--- config.mk ---
export PLATFORM = sky130hd
export DESIGN_NAME = lcd_cfah_bus_ctrl_flat
export DESIGN_NICKNAME = d
export VERILOG_FILES = /design/src/rtl/lcd_cfah_pkg.sv /design/src/rtl/lcd_cfah_bus_ctrl_if.sv /design/src/rtl/lcd_cfah_bus_cycle.sv /design/src/rtl/lcd_cfah_bus_ctrl.sv /design/src/flat_wrapper.sv
export SDC_FILE = /design/constraint.sdc
export NUM_CORES = 1
export LEC_CHECK = 0
export ABC_AREA = 1
export CORE_MARGIN = 10
export CORE_UTILIZATION = 57
export CTS_CLUSTER_SIZE = 10
export DETAILED_ROUTE_END_ITERATION = 16
export PLACE_DENSITY = 0.9
export SYNTH_ARGS = -nofsm -noshare
export SYNTH_HDL_FRONTEND = slang
export SYNTH_HIERARCHICAL = 1
export SYNTH_SLANG_ARGS = --single-unit
--- constraint.sdc ---
create_clock -name clk -period 1.92 [get_ports clk]
set_input_delay 0.384 -clock clk [delete_from_list [all_inputs] [get_ports clk]]
set_output_delay 0.384 -clock clk [all_outputs]
set_load 0.01 [all_outputs]
--- src/rtl/lcd_cfah_pkg.sv ---
// CFAH character-LCD bus controller: shared types and constants.
// Holds the FSM encodings, the power-up command ROM and width helpers.
package lcd_cfah_pkg;

  typedef enum logic [2:0] {
    S_PWRUP,
    S_INIT,
    S_IDLE,
    S_ACCESS,
    S_POLL
  } state_t;

  typedef enum logic [1:0] {
    P_IDLE,
    P_SETUP,
    P_EN,
    P_HOLD
  } phase_t;

  localparam int C_BUSY_BIT = 7;

  localparam logic [2:0] C_ROM_LAST = 3'd6;

  // Entry 0 sits in the low byte; the leftmost byte is issued last.
  localparam logic [6:0][7:0] C_INIT_ROM = {
    8'h0C, 8'h06, 8'h01, 8'h08,
    8'h38, 8'h38, 8'h38
  };

  function automatic int unsigned cnt_width(
    input int unsigned v
  );
    return (v < 2) ? 1 : $clog2(v);
  endfunction

endpackage

--- src/rtl/lcd_cfah_bus_ctrl_if.sv ---
// Request/response port of the CFAH LCD bus controller.
// master drives requests, slave answers them.
interface lcd_cfah_bus_ctrl_if;

  logic       i_cmd_val;
  logic       o_cmd_rdy;
  logic       i_cmd_rs;
  logic       i_cmd_rnw;
  logic [7:0] i_cmd_data;
  logic       o_rsp_val;
  logic [7:0] o_rsp_data;
  logic       o_timeout;

  modport master (
    output i_cmd_val,
    output i_cmd_rs,
    output i_cmd_rnw,
    output i_cmd_data,
    input  o_cmd_rdy,
    input  o_rsp_val,
    input  o_rsp_data,
    input  o_timeout
  );

  modport slave (
    input  i_cmd_val,
    input  i_cmd_rs,
    input  i_cmd_rnw,
    input  i_cmd_data,
    output o_cmd_rdy,
    output o_rsp_val,
    output o_rsp_data,
    output o_timeout
  );

endinterface

--- src/rtl/lcd_cfah_bus_cycle.sv ---
// One timed LCD bus cycle: setup, enable pulse, hold.
// Read data is captured on the last enable-high cycle.
module lcd_cfah_bus_cycle
  import lcd_cfah_pkg::*;
#(
  parameter int unsigned G_T_SETUP   = 2,
  parameter int unsigned G_T_EN_HIGH = 12,
  parameter int unsigned G_T_HOLD    = 2
) (
  input  logic       clk,
  input  logic       rst,
  input  logic       start,
  input  logic       rnw,
  input  logic       rs,
  input  logic [7:0] wdata,
  output logic       active,
  output logic       done,
  output logic [7:0] rdata,
  output logic       lcd_rs,
  output logic       lcd_rw,
  output logic       lcd_en,
  output logic [7:0] lcd_data,
  output logic       lcd_data_oe,
  input  logic [7:0] lcd_din
);

  localparam int unsigned C_MAX1 =
    (G_T_SETUP > G_T_EN_HIGH) ? G_T_SETUP : G_T_EN_HIGH;
  localparam int unsigned C_MAX =
    (C_MAX1 > G_T_HOLD) ? C_MAX1 : G_T_HOLD;
  localparam int CW = cnt_width(C_MAX);

  phase_t        phase_q, phase_d;
  logic [CW-1:0] cnt_q, cnt_d;
  logic          rs_q, rw_q;
  logic [7:0]    wd_q;
  logic          smp;

  always_ff @(posedge clk) begin
    if (rst) begin
      phase_q <= P_IDLE;
      cnt_q   <= '0;
      rs_q    <= 1'b0;
      rw_q    <= 1'b0;
      wd_q    <= '0;
      rdata   <= '0;
    end else begin
      phase_q <= phase_d;
      cnt_q   <= cnt_d;
      if (phase_q == P_IDLE && start) begin
        rs_q <= rs;
        rw_q <= rnw;
        wd_q <= wdata;
      end
      if (smp) rdata <= lcd_din;
    end
  end

  always_comb begin
    phase_d = phase_q;
    cnt_d   = cnt_q + CW'(1);
    done    = 1'b0;
    smp     = 1'b0;
    unique case (phase_q)
      P_IDLE: begin
        cnt_d = '0;
        if (start) phase_d = P_SETUP;
      end
      P_SETUP: begin
        if (cnt_q == CW'(G_T_SETUP - 1)) begin
          phase_d = P_EN;
          cnt_d   = '0;
        end
      end
      P_EN: begin
        if (cnt_q == CW'(G_T_EN_HIGH - 1)) begin
          phase_d = P_HOLD;
          cnt_d   = '0;
          smp     = 1'b1;
        end
      end
      P_HOLD: begin
        if (cnt_q == CW'(G_T_HOLD - 1)) begin
          phase_d = P_IDLE;
          cnt_d   = '0;
          done    = 1'b1;
        end
      end
      default: begin
        phase_d = P_IDLE;
        cnt_d   = '0;
      end
    endcase
  end

  assign active      = (phase_q != P_IDLE);
  assign lcd_rs      = active & rs_q;
  assign lcd_rw      = active & rw_q;
  assign lcd_en      = (phase_q == P_EN);
  assign lcd_data_oe = active & ~rw_q;
  assign lcd_data    = lcd_data_oe ? wd_q : 8'h00;

endmodule

--- src/rtl/lcd_cfah_bus_ctrl.sv ---
// CFAH LCD bus sequencer: power-up init ROM, then single-byte
// requests, each followed by busy-flag polling with timeout.
module lcd_cfah_bus_ctrl
  import lcd_cfah_pkg::*;
#(
  parameter int unsigned G_T_SETUP      = 2,
  parameter int unsigned G_T_EN_HIGH    = 12,
  parameter int unsigned G_T_HOLD       = 2,
  parameter int unsigned G_PWRUP_WAIT   = 750000,
  parameter int unsigned G_BUSY_TIMEOUT = 100000,
  parameter int unsigned G_INIT_EN      = 1
) (
  input  logic                      clk,
  input  logic                      rst,
  lcd_cfah_bus_ctrl_if.slave        cmd,
  output logic                      o_init_done,
  output logic                      o_lcd_rs,
  output logic                      o_lcd_rw,
  output logic                      o_lcd_en,
  output logic [7:0]                o_lcd_data,
  output logic                      o_lcd_data_oe,
  input  logic [7:0]                i_lcd_data,
  output logic                      o_lcd_on
);

  localparam int PWW = cnt_width(G_PWRUP_WAIT);
  localparam int PCW = cnt_width(G_BUSY_TIMEOUT);

  state_t         state_q, state_d;
  logic [PWW-1:0] pw_cnt_q;
  logic [PCW-1:0] poll_cnt_q;
  logic [2:0]     idx_q;
  logic           rs_q, rnw_q;
  logic [7:0]     wd_q;
  logic           init_done_q;
  logic           rsp_val_q, tout_q, lcd_on_q;
  logic [7:0]     rsp_data_q;

  logic           cmd_rdy;
  logic           bc_start, bc_rs, bc_rnw;
  logic           bc_active, bc_done;
  logic [7:0]     bc_rdata;
  logic           pw_last, poll_last;
  logic           fin, acc_rsp, tout, poll_inc;

  assign pw_last   = (pw_cnt_q == PWW'(G_PWRUP_WAIT - 1));
  assign poll_last = (poll_cnt_q == PCW'(G_BUSY_TIMEOUT - 1));

  lcd_cfah_bus_cycle #(
    .G_T_SETUP   (G_T_SETUP),
    .G_T_EN_HIGH (G_T_EN_HIGH),
    .G_T_HOLD    (G_T_HOLD)
  ) u_cycle (
    .clk         (clk),
    .rst         (rst),
    .start       (bc_start),
    .rnw         (bc_rnw),
    .rs          (bc_rs),
    .wdata       (wd_q),
    .active      (bc_active),
    .done        (bc_done),
    .rdata       (bc_rdata),
    .lcd_rs      (o_lcd_rs),
    .lcd_rw      (o_lcd_rw),
    .lcd_en      (o_lcd_en),
    .lcd_data    (o_lcd_data),
    .lcd_data_oe (o_lcd_data_oe),
    .lcd_din     (i_lcd_data)
  );

  always_ff @(posedge clk) begin
    if (rst) begin
      state_q     <= S_PWRUP;
      pw_cnt_q    <= '0;
      poll_cnt_q  <= '0;
      idx_q       <= '0;
      rs_q        <= 1'b0;
      rnw_q       <= 1'b0;
      wd_q        <= '0;
      init_done_q <= 1'b0;
      rsp_val_q   <= 1'b0;
      rsp_data_q  <= '0;
      tout_q      <= 1'b0;
      lcd_on_q    <= 1'b0;
    end else begin
      state_q   <= state_d;
      lcd_on_q  <= 1'b1;
      rsp_val_q <= acc_rsp;
      tout_q    <= tout;
      if (state_q == S_PWRUP) begin
        idx_q <= '0;
        if (!pw_last) pw_cnt_q <= pw_cnt_q + PWW'(1);
        else if (G_INIT_EN == 0) init_done_q <= 1'b1;
      end
      if (state_q == S_INIT) begin
        rs_q  <= 1'b0;
        rnw_q <= 1'b0;
        wd_q  <= C_INIT_ROM[idx_q];
      end
      if (state_q == S_IDLE && cmd.i_cmd_val) begin
        rs_q  <= cmd.i_cmd_rs;
        rnw_q <= cmd.i_cmd_rnw;
        wd_q  <= cmd.i_cmd_data;
      end
      if (state_q == S_ACCESS) poll_cnt_q <= '0;
      if (poll_inc) poll_cnt_q <= poll_cnt_q + PCW'(1);
      if (fin && !init_done_q) begin
        if (idx_q == C_ROM_LAST) init_done_q <= 1'b1;
        else idx_q <= idx_q + 3'd1;
      end
      if (acc_rsp) rsp_data_q <= bc_rdata;
    end
  end

  always_comb begin
    state_d  = state_q;
    cmd_rdy  = 1'b0;
    bc_start = 1'b0;
    bc_rs    = rs_q;
    bc_rnw   = rnw_q;
    fin      = 1'b0;
    acc_rsp  = 1'b0;
    tout     = 1'b0;
    poll_inc = 1'b0;
    unique case (state_q)
      S_PWRUP: begin
        if (pw_last)
          state_d = (G_INIT_EN != 0) ? S_INIT : S_IDLE;
      end
      S_INIT: state_d = S_ACCESS;
      S_IDLE: begin
        cmd_rdy = 1'b1;
        if (cmd.i_cmd_val) state_d = S_ACCESS;
      end
      S_ACCESS: begin
        bc_start = ~bc_active;
        if (bc_done) begin
          acc_rsp = rnw_q;
          // status reads already carry the busy flag: no poll
          state_d = (rnw_q && !rs_q) ? S_IDLE : S_POLL;
        end
      end
      S_POLL: begin
        bc_start = ~bc_active;
        bc_rs    = 1'b0;
        bc_rnw   = 1'b1;
        if (bc_done) begin
          if (!bc_rdata[C_BUSY_BIT]) begin
            fin = 1'b1;
          end else if (poll_last) begin
            fin  = 1'b1;
            tout = 1'b1;
          end else begin
            poll_inc = 1'b1;
          end
        end
        if (fin) begin
          if (!init_done_q && idx_q != C_ROM_LAST)
            state_d = S_INIT;
          else
            state_d = S_IDLE;
        end
      end
      default: state_d = S_PWRUP;
    endcase
  end

  assign cmd.o_cmd_rdy  = cmd_rdy;
  assign cmd.o_rsp_val  = rsp_val_q;
  assign cmd.o_rsp_data = rsp_data_q;
  assign cmd.o_timeout  = tout_q;
  assign o_init_done    = init_done_q;
  assign o_lcd_on       = lcd_on_q;

endmodule

--- src/flat_wrapper.sv ---
// flat-port wrapper written by rule: the top's interface ports become plain ports
module lcd_cfah_bus_ctrl_flat import lcd_cfah_pkg::*;
#(
  parameter int unsigned G_T_SETUP      = 2,
  parameter int unsigned G_T_EN_HIGH    = 12,
  parameter int unsigned G_T_HOLD       = 2,
  parameter int unsigned G_PWRUP_WAIT   = 750000,
  parameter int unsigned G_BUSY_TIMEOUT = 100000,
  parameter int unsigned G_INIT_EN      = 1
)
  (clk, rst, o_init_done, o_lcd_rs, o_lcd_rw, o_lcd_en, o_lcd_data, o_lcd_data_oe, i_lcd_data, o_lcd_on, cmd_i_cmd_val, cmd_i_cmd_rs, cmd_i_cmd_rnw, cmd_i_cmd_data, cmd_o_cmd_rdy, cmd_o_rsp_val, cmd_o_rsp_data, cmd_o_timeout);
  lcd_cfah_bus_ctrl_if cmd_i ();
  input  logic clk;
  input  logic rst;
  output logic o_init_done;
  output logic o_lcd_rs;
  output logic o_lcd_rw;
  output logic o_lcd_en;
  output logic [7:0] o_lcd_data;
  output logic o_lcd_data_oe;
  input  logic [7:0] i_lcd_data;
  output logic o_lcd_on;
  input wire logic [$bits(cmd_i.i_cmd_val)-1:0] cmd_i_cmd_val;
  input wire logic [$bits(cmd_i.i_cmd_rs)-1:0] cmd_i_cmd_rs;
  input wire logic [$bits(cmd_i.i_cmd_rnw)-1:0] cmd_i_cmd_rnw;
  input wire logic [$bits(cmd_i.i_cmd_data)-1:0] cmd_i_cmd_data;
  output wire logic [$bits(cmd_i.o_cmd_rdy)-1:0] cmd_o_cmd_rdy;
  output wire logic [$bits(cmd_i.o_rsp_val)-1:0] cmd_o_rsp_val;
  output wire logic [$bits(cmd_i.o_rsp_data)-1:0] cmd_o_rsp_data;
  output wire logic [$bits(cmd_i.o_timeout)-1:0] cmd_o_timeout;
  assign cmd_i.i_cmd_val = cmd_i_cmd_val;
  assign cmd_i.i_cmd_rs = cmd_i_cmd_rs;
  assign cmd_i.i_cmd_rnw = cmd_i_cmd_rnw;
  assign cmd_i.i_cmd_data = cmd_i_cmd_data;
  assign cmd_o_cmd_rdy = cmd_i.o_cmd_rdy;
  assign cmd_o_rsp_val = cmd_i.o_rsp_val;
  assign cmd_o_rsp_data = cmd_i.o_rsp_data;
  assign cmd_o_timeout = cmd_i.o_timeout;
  lcd_cfah_bus_ctrl #(.G_T_SETUP(G_T_SETUP), .G_T_EN_HIGH(G_T_EN_HIGH), .G_T_HOLD(G_T_HOLD), .G_PWRUP_WAIT(G_PWRUP_WAIT), .G_BUSY_TIMEOUT(G_BUSY_TIMEOUT), .G_INIT_EN(G_INIT_EN)) u_core (.clk(clk), .rst(rst), .cmd(cmd_i), .o_init_done(o_init_done), .o_lcd_rs(o_lcd_rs), .o_lcd_rw(o_lcd_rw), .o_lcd_en(o_lcd_en), .o_lcd_data(o_lcd_data), .o_lcd_data_oe(o_lcd_data_oe), .i_lcd_data(i_lcd_data), .o_lcd_on(o_lcd_on));
endmodule
# [Word level (Yosys, flattened, before mapping)]
# Memories as Yosys holds them, arrays and structs flattened. A register that Yosys moved wholly into a read port is not among the register bits.
# Cells that the tools add are included.
[totals] reg_bits=89 rom_bits=64 input_bits=21 word_cells=121 mem_count=1
[mem_list] memory="(name not given)" words=8 width=8 read_ports=1 rd_ports_with_merged_regs=1 wr=0 line="lcd_cfah_bus_ctrl.sv:98" text="wd_q <= C_INIT_ROM[idx_q];"
[op_classes] addsub=4 n_lt_le_gt_ge=1 n_eq_ne=21 muxes=48 n_bitwise=9 n_reduce_logical=19
[op_table] cell="$mux W17" count=2
[op_table] cell="$mux W8" count=4
[op_table] cell="$mux W3" count=9
[op_table] cell="$mux W1" count=23
[op_table] cell="$add A20 B1 Y20 const B" count=1
[op_table] cell="$eq A20 B20 Y1 const B" count=1
[op_table] cell="$add A17 B1 Y17 const B" count=1
[op_table] cell="$eq A17 B17 Y1 const B" count=1
[op_table] cell="$pmux W3 S5" count=1
[op_table] cell="$pmux W4 S3" count=1
[op_table] cell="$mux W2" count=5
[op_table] cell="$mux W4" count=2
[op_table] cell="$ne A2 B1 Y1 const B" count=4
[op_table] cell="$ne A2 B2 Y1 const B" count=4
[op_table] cell="$pmux W2 S4" count=1
[op_table] cell="$reduce_and A4 Y1" count=2
[op_table] cell="$eq A3 B2 Y1 const B" count=2
[op_table] cell="$eq A3 B3 Y1 const B" count=2
[op_table] cell="$not A1 Y1" count=6
[op_table] cell="$reduce_bool A2 Y1" count=3
[op_table] cell="$logic_and A1 B1 Y1" count=5
[op_table] cell="$add A4 B1 Y4 const B" count=1
[op_table] cell="$eq A2 B2 Y1 const B" count=2
[op_table] cell="$eq A4 B1 Y1 const B" count=1
[op_table] cell="other kinds (13)" count=18

# [Logic depth before layout (Yosys ltp)]
[logic_depth] ltp_word=9 ltp_mapped=12 mapped_depth_nobuf=12

# [Cells and area by module]
# The synthesis kept the hierarchy.
[modules_own_cells] module="lcd_cfah_bus_ctrl" instances=1 cells_each=525 area_per_inst_um2=3667.3
[modules_own_cells] module="lcd_cfah_bus_cycle" instances=1 cells_each=138 area_per_inst_um2=1047.3

# [Worst setup path before layout]
# OpenSTA, ideal clock, no wires.
[synth_path] kind="flip-flop to flip-flop" start="reg u_core.u_cycle.cnt_q[0]" end="reg u_core.poll_cnt_q[13]" setup_ps=116 arrival_time_ps=1597 required_ps=1804 slack_ps=207 path_stages_with_launch=11 n_path_buf=0 cell_sequence="dfxtp_1 > ha_1 > nand2_1 > nor2_1 > inv_1 > nor3b_4 > nand2_4 > inv_8 > nand3_2 > o21ai_0 > nor2_1"
[synth_via] elab_chain_cells=6 elab_cells_between_ends=7 classes_between="1 x eq/ne; 5 x mux; 1 x reduce/logical"
[synth_rtl] element="start: declaration" line="lcd_cfah_bus_cycle.sv:34" text="logic [CW-1:0] cnt_q, cnt_d;"
[synth_rtl] element="start signal: assignment" line="lcd_cfah_bus_cycle.sv:49" text="cnt_q <= cnt_d;"
[synth_rtl] element="$eq A4 B1 Y1 (*)" line="lcd_cfah_bus_cycle.sv:83" text="if (cnt_q == CW'(G_T_HOLD - 1)) begin"
[synth_rtl] element="$mux W1 (*)" line="lcd_cfah_bus_cycle.sv:83"
[synth_rtl] element="$mux W1 (*)" line="lcd_cfah_bus_cycle.sv:64" text="unique case (phase_q)"
[synth_rtl] element="net u_core.bc_done" line="lcd_cfah_bus_ctrl.sv:41" text="logic bc_active, bc_done;"
[synth_rtl] element="$mux W1 (*)" line="lcd_cfah_bus_ctrl.sv:147" text="if (bc_done) begin"
[synth_rtl] element="$mux W1 (*)" line="lcd_cfah_bus_ctrl.sv:125" text="unique case (state_q)"
[synth_rtl] element="$mux W17 / $reduce_bool A2 Y1 (equally long branches)"
[synth_rtl] element="end signal: assignment" line="lcd_cfah_bus_ctrl.sv:106" text="if (poll_inc) poll_cnt_q <= poll_cnt_q + PCW'(1);"
[synth_rtl] element="end: declaration" line="lcd_cfah_bus_ctrl.sv:31" text="logic [PCW-1:0] poll_cnt_q;"
# Mark *: on every way through the listed nets, which the timed path passes. The rest lies on a longest branch.
# A chain may end at the register's enable or synchronous reset.

# [Worst setup path after layout]
[layout_path] start="reg u_core.u_cycle.phase_q[0]" end="out o_lcd_en"
[layout_via] elab_chain_cells=1
[layout_rtl] element="start: declaration" line="lcd_cfah_bus_cycle.sv:33" text="phase_t phase_q, phase_d;"
[layout_rtl] element="start signal: assignment" line="lcd_cfah_bus_cycle.sv:48" text="phase_q <= phase_d;"
[layout_rtl] element="$eq A2 B2 Y1" line="lcd_cfah_bus_cycle.sv:99" text="assign lcd_en = (phase_q == P_EN);"
[layout_rtl] element="end: declaration" line="flat_wrapper.sv:18" text="output logic o_lcd_en;"
# No other way between the ends.

==> summary.md <==
| Metric | Value |
|---|---|
| Area delta synth->final | `17.3%` |
| Ports | `46` |
| FF+latch count, synth | `94` |
| Status | `complete, no violations` |
| Layout cells sized above 1 | `13.1%` |
| Total core area | `8130 um2` |
| Most frequent cells after synthesis | `nand2_1 (154), dfxtp_1 (94), nor2_1 (84), inv_1 (78), a21oi_1 (53)` |
| Critical-path maximum fanout | `4` |
| Register area share after synthesis | `39.9%` |
| Sink Count | `94` |
| Routed Antenna Nets | `0` |
| CTS tree | `done` |
| EDFF count, synth | `0` |
| Mapped Cells | `663` |
| Reg clk slew, reported paths | `0.10 ns` |
| Routability Congestion | `0.890` |
| Async SR Flop Fraction | `0%` |
| Worst Max-Slew Pin Slew | `0.577 ns` |
| Fin. Hold Viols | `0` |
| Setup crit end kind | `output port` |
| Total gr overflow | `0` |
| Fin crit period | `1.85 ns` |
| Inserted Diodes | `0` |
| Pleak | `2.16 nW` |
| Initial Utilization | `58.0%` |
| Clk Tree Root Cell | `clkbuf_8` |
| Mapped Avg Cell Area | `7.11 um2` |
| Utilization after layout | `68.0%` |
| Setup violators final | `0` |
| Min Hold Slack | `0.458 ns` |
| Crit path launch type | `flop` |
| Share of the synthesized area in the top cell type | `39.9%` |
| Largest net degree at the start of global routing | `36` |
| Ys flop type | `dfxtp_1` |
| Cell taking the most area after synthesis | `dfxtp_1` |
| DR iter-0 viols | `305` |
| Crit path max-delay family | `buffers and inverters` |
| Final period util | `96.5%` |
| Distinct cell type count after synthesis | `43` |
| WL per Instance | `13.4 um` |
| Mapped Nets | `694` |
| Critical Path Max Stage Delay | `0.34 ns` |
| Initial antenna violation count | `0` |
| Area occupied by multi-input gates | `2430 um2` |
| DIE AREA | `12300 um2` |
| Clock buffer depth | `2` |
| Vias | `4486` |
| Synth area leaders | `dfxtp_1 (40%), nand2_1 (12%), nor2_1 (6.7%)` |
| Mapped cell area | `4710 um2` |
| Die W | `111 um` |
| Hold buffers post-CTS | `0` |
| First drt pass iteration count | `6` |
| Worst VDD drop | `0.470 mV` |
| Skew final | `0.0159 ns` |
| Top-count cell post-synth | `nand2_1` |
| # rows | `33` |
| # nets final | `751` |
| Ys Warns | `6` |
| Die H | `111 um` |
| FMAX | `539 MHz` |
| Vias in the first global route | `4417` |
| Max Cap Viol | `0` |
| Worst EP arrival | `1.47 ns` |
| Power density cells | `606 nW/um2` |
| Crit path cell chain | `inv_1 > buf_4 > ha_1 > dlygate4sd2_1` |
| Fill count | `652` |
| Slowest CP cell | `dfxtp_2` |
| DP Wirelength | `8230 um` |
| Buf/Inv on CP | `3` |
| Vias/cell | `5.40` |
| WS Path Type | `flop to output port` |
| Hold/Removal Path Class | `flop to flop` |
| PortBufs | `45` |
| Drt drc | `0` |
| Skew-Pair Late Insertion Delay | `0.36 ns` |
| H-tree Lvls | `3` |
| WL final | `11100 um` |
| Num CTS Buffers | `9` |
| Worst path required time | `1.54 ns` |
| Final Max Slew Viols | `0` |
| Worst rel slew slack | `61.5%` |
| Gr usage total | `18.0%` |
| FF+latch area | `1880 um2` |
| First-pass GRT wire length | `19200 um` |
==> placed cells by master, fill, tap and decap left out, types with 9 or more instances in the layout <==
cell type | Yosys | layout
clkbuf_8 | 0 | 10
ha_1 | 10 | 9
inv_1 | 78 | 76
xor2_1 | 11 | 11
nand2_1 | 154 | 153
clkdlybuf4s50_1 | 0 | 32
nand4_1 | 10 | 10
nor2_1 | 84 | 80
nand3_1 | 24 | 24
o21ai_0 | 44 | 42
dfxtp_1 | 94 | 92
a21oi_1 | 53 | 53
buf_4 | 0 | 16
a21oi_2 | 9 | 9
nand2_2 | 8 | 9
nor3_1 | 13 | 13
==> cell type report <==
cell class / count / area share (%)
Clock buffer: 10 / 2.49
Clock inverter: 6 / 0.950
Inverter: 85 / 6.09
Multi-Input combinational cell: 467 / 43.9
Sequential cell: 94 / 34.1
Tap cell: 105 / 2.38
Timing Repair Buffer: 63 / 10.1
==> report_power, final <==
group          switching, W  leakage (nW)  internal, W
sequential       0.00000359         0.759      0.00195
combinational     0.0000626          1.31    0.0000583
clock              0.000746        0.0914     0.000527
total              0.000812          2.16      0.00254
==> what timing repair did <==
| item | 4_1_cts | 5_1_grt |
|---|---|---|
| resized for setup | 36 | 22 |
| pin swaps | 0 | 2 |
| setup endpoints to repair | 16 | 27 |
| setup buffers | 0 | 1 |
==> routing by layer <==
| metal | global-route usage, % | up-vias | share of wire (%) | wire [um] |
|---|---|---|---|---|
| li1 | - | 2241 | - | - |
| met1 | 20.0 | 2086 | 42 | 4650 |
| met2 | 31.0 | 133 | 50 | 5540 |
| met3 | 4.60 | 26 | 6.4 | 707 |
| met4 | 9.20 | 0 | 2.1 | 229 |
| met5 | 0 | - | 0 | 0 |
==> worst paths after layout <==
path	slack [ns]	to	from	cells after the start
hold / removal	0.46	u_core/u_cycle/rdata[2]	u_core/u_cycle/rdata[2]	2
setup reg to reg	0.07	u_core/poll_cnt_q[5]	u_core/u_cycle/phase_q[1]	11
hold reg to reg	0.46	u_core/u_cycle/rdata[2]	u_core/u_cycle/rdata[2]	2
setup / recovery	0.07	o_lcd_en	u_core/u_cycle/phase_q[0]	4
==> through the flow <==
stage,setup slack (ns),cell area [um2],setup TNS (ns),total power [W],cells
finish,0.0664,5530,0,0.00335,830
global route,-0.0167,5530,-0.0645,0.00348,830
CTS,0.00297,5540,0,0.00339,829
detailed placement,-0.0145,5350,-0.0549,0.00212,813
global placement,0.0571,5350,0,0.00212,813
floorplan,0.207,4710,0,0.00206,663
==> kinds of logic after synthesis <==
| group | count (synthesis) | synth area share [%] |
|---|---|---|
| fa+ha+maj | 10 | 2.65 |
| mux | 1 | 0.212 |
| compound gates | 119 | 13.9 |
| flops | 94 | 39.9 |
| xor+xnor | 16 | 2.97 |
| buf+inv | 102 | 8.97 |
| simple gates | 321 | 31.4 |
==> flip-flops by register name (all words and copies together) (netlist names), named ones only <==
signal and flops:
u_core/cmd.o_rsp_data 8, u_core/cmd.o_rsp_val 1, u_core/cmd.o_timeout 1, u_core/idx_q 3, u_core/o_init_done 1, u_core/o_lcd_on 1
u_core/poll_cnt_q 17, u_core/pw_cnt_q 20, u_core/rnw_q 1, u_core/rs_q 1, u_core/state_q 3, u_core/u_cycle/cnt_q 4
u_core/u_cycle/phase_q 2, u_core/u_cycle/rdata 8, u_core/u_cycle/rs_q 1, u_core/u_cycle/rw_q 1, u_core/u_cycle/wd_q 8, u_core/wd_q 8
==> worst register-to-register path: stages, from the launching register on <==
cell and delay, ns:
dfxtp_2 0.36, buf_4 0.12, ha_1 0.15, inv_1 0.07
nor2_2 0.14, inv_2 0.10, nor3b_4 0.24, buf_4 0.15
buf_4 0.10, nand4_1 0.10, o21ai_0 0.17, a21oi_1 0.06
No activity file was read; power rests on OpenSTA's default activity.
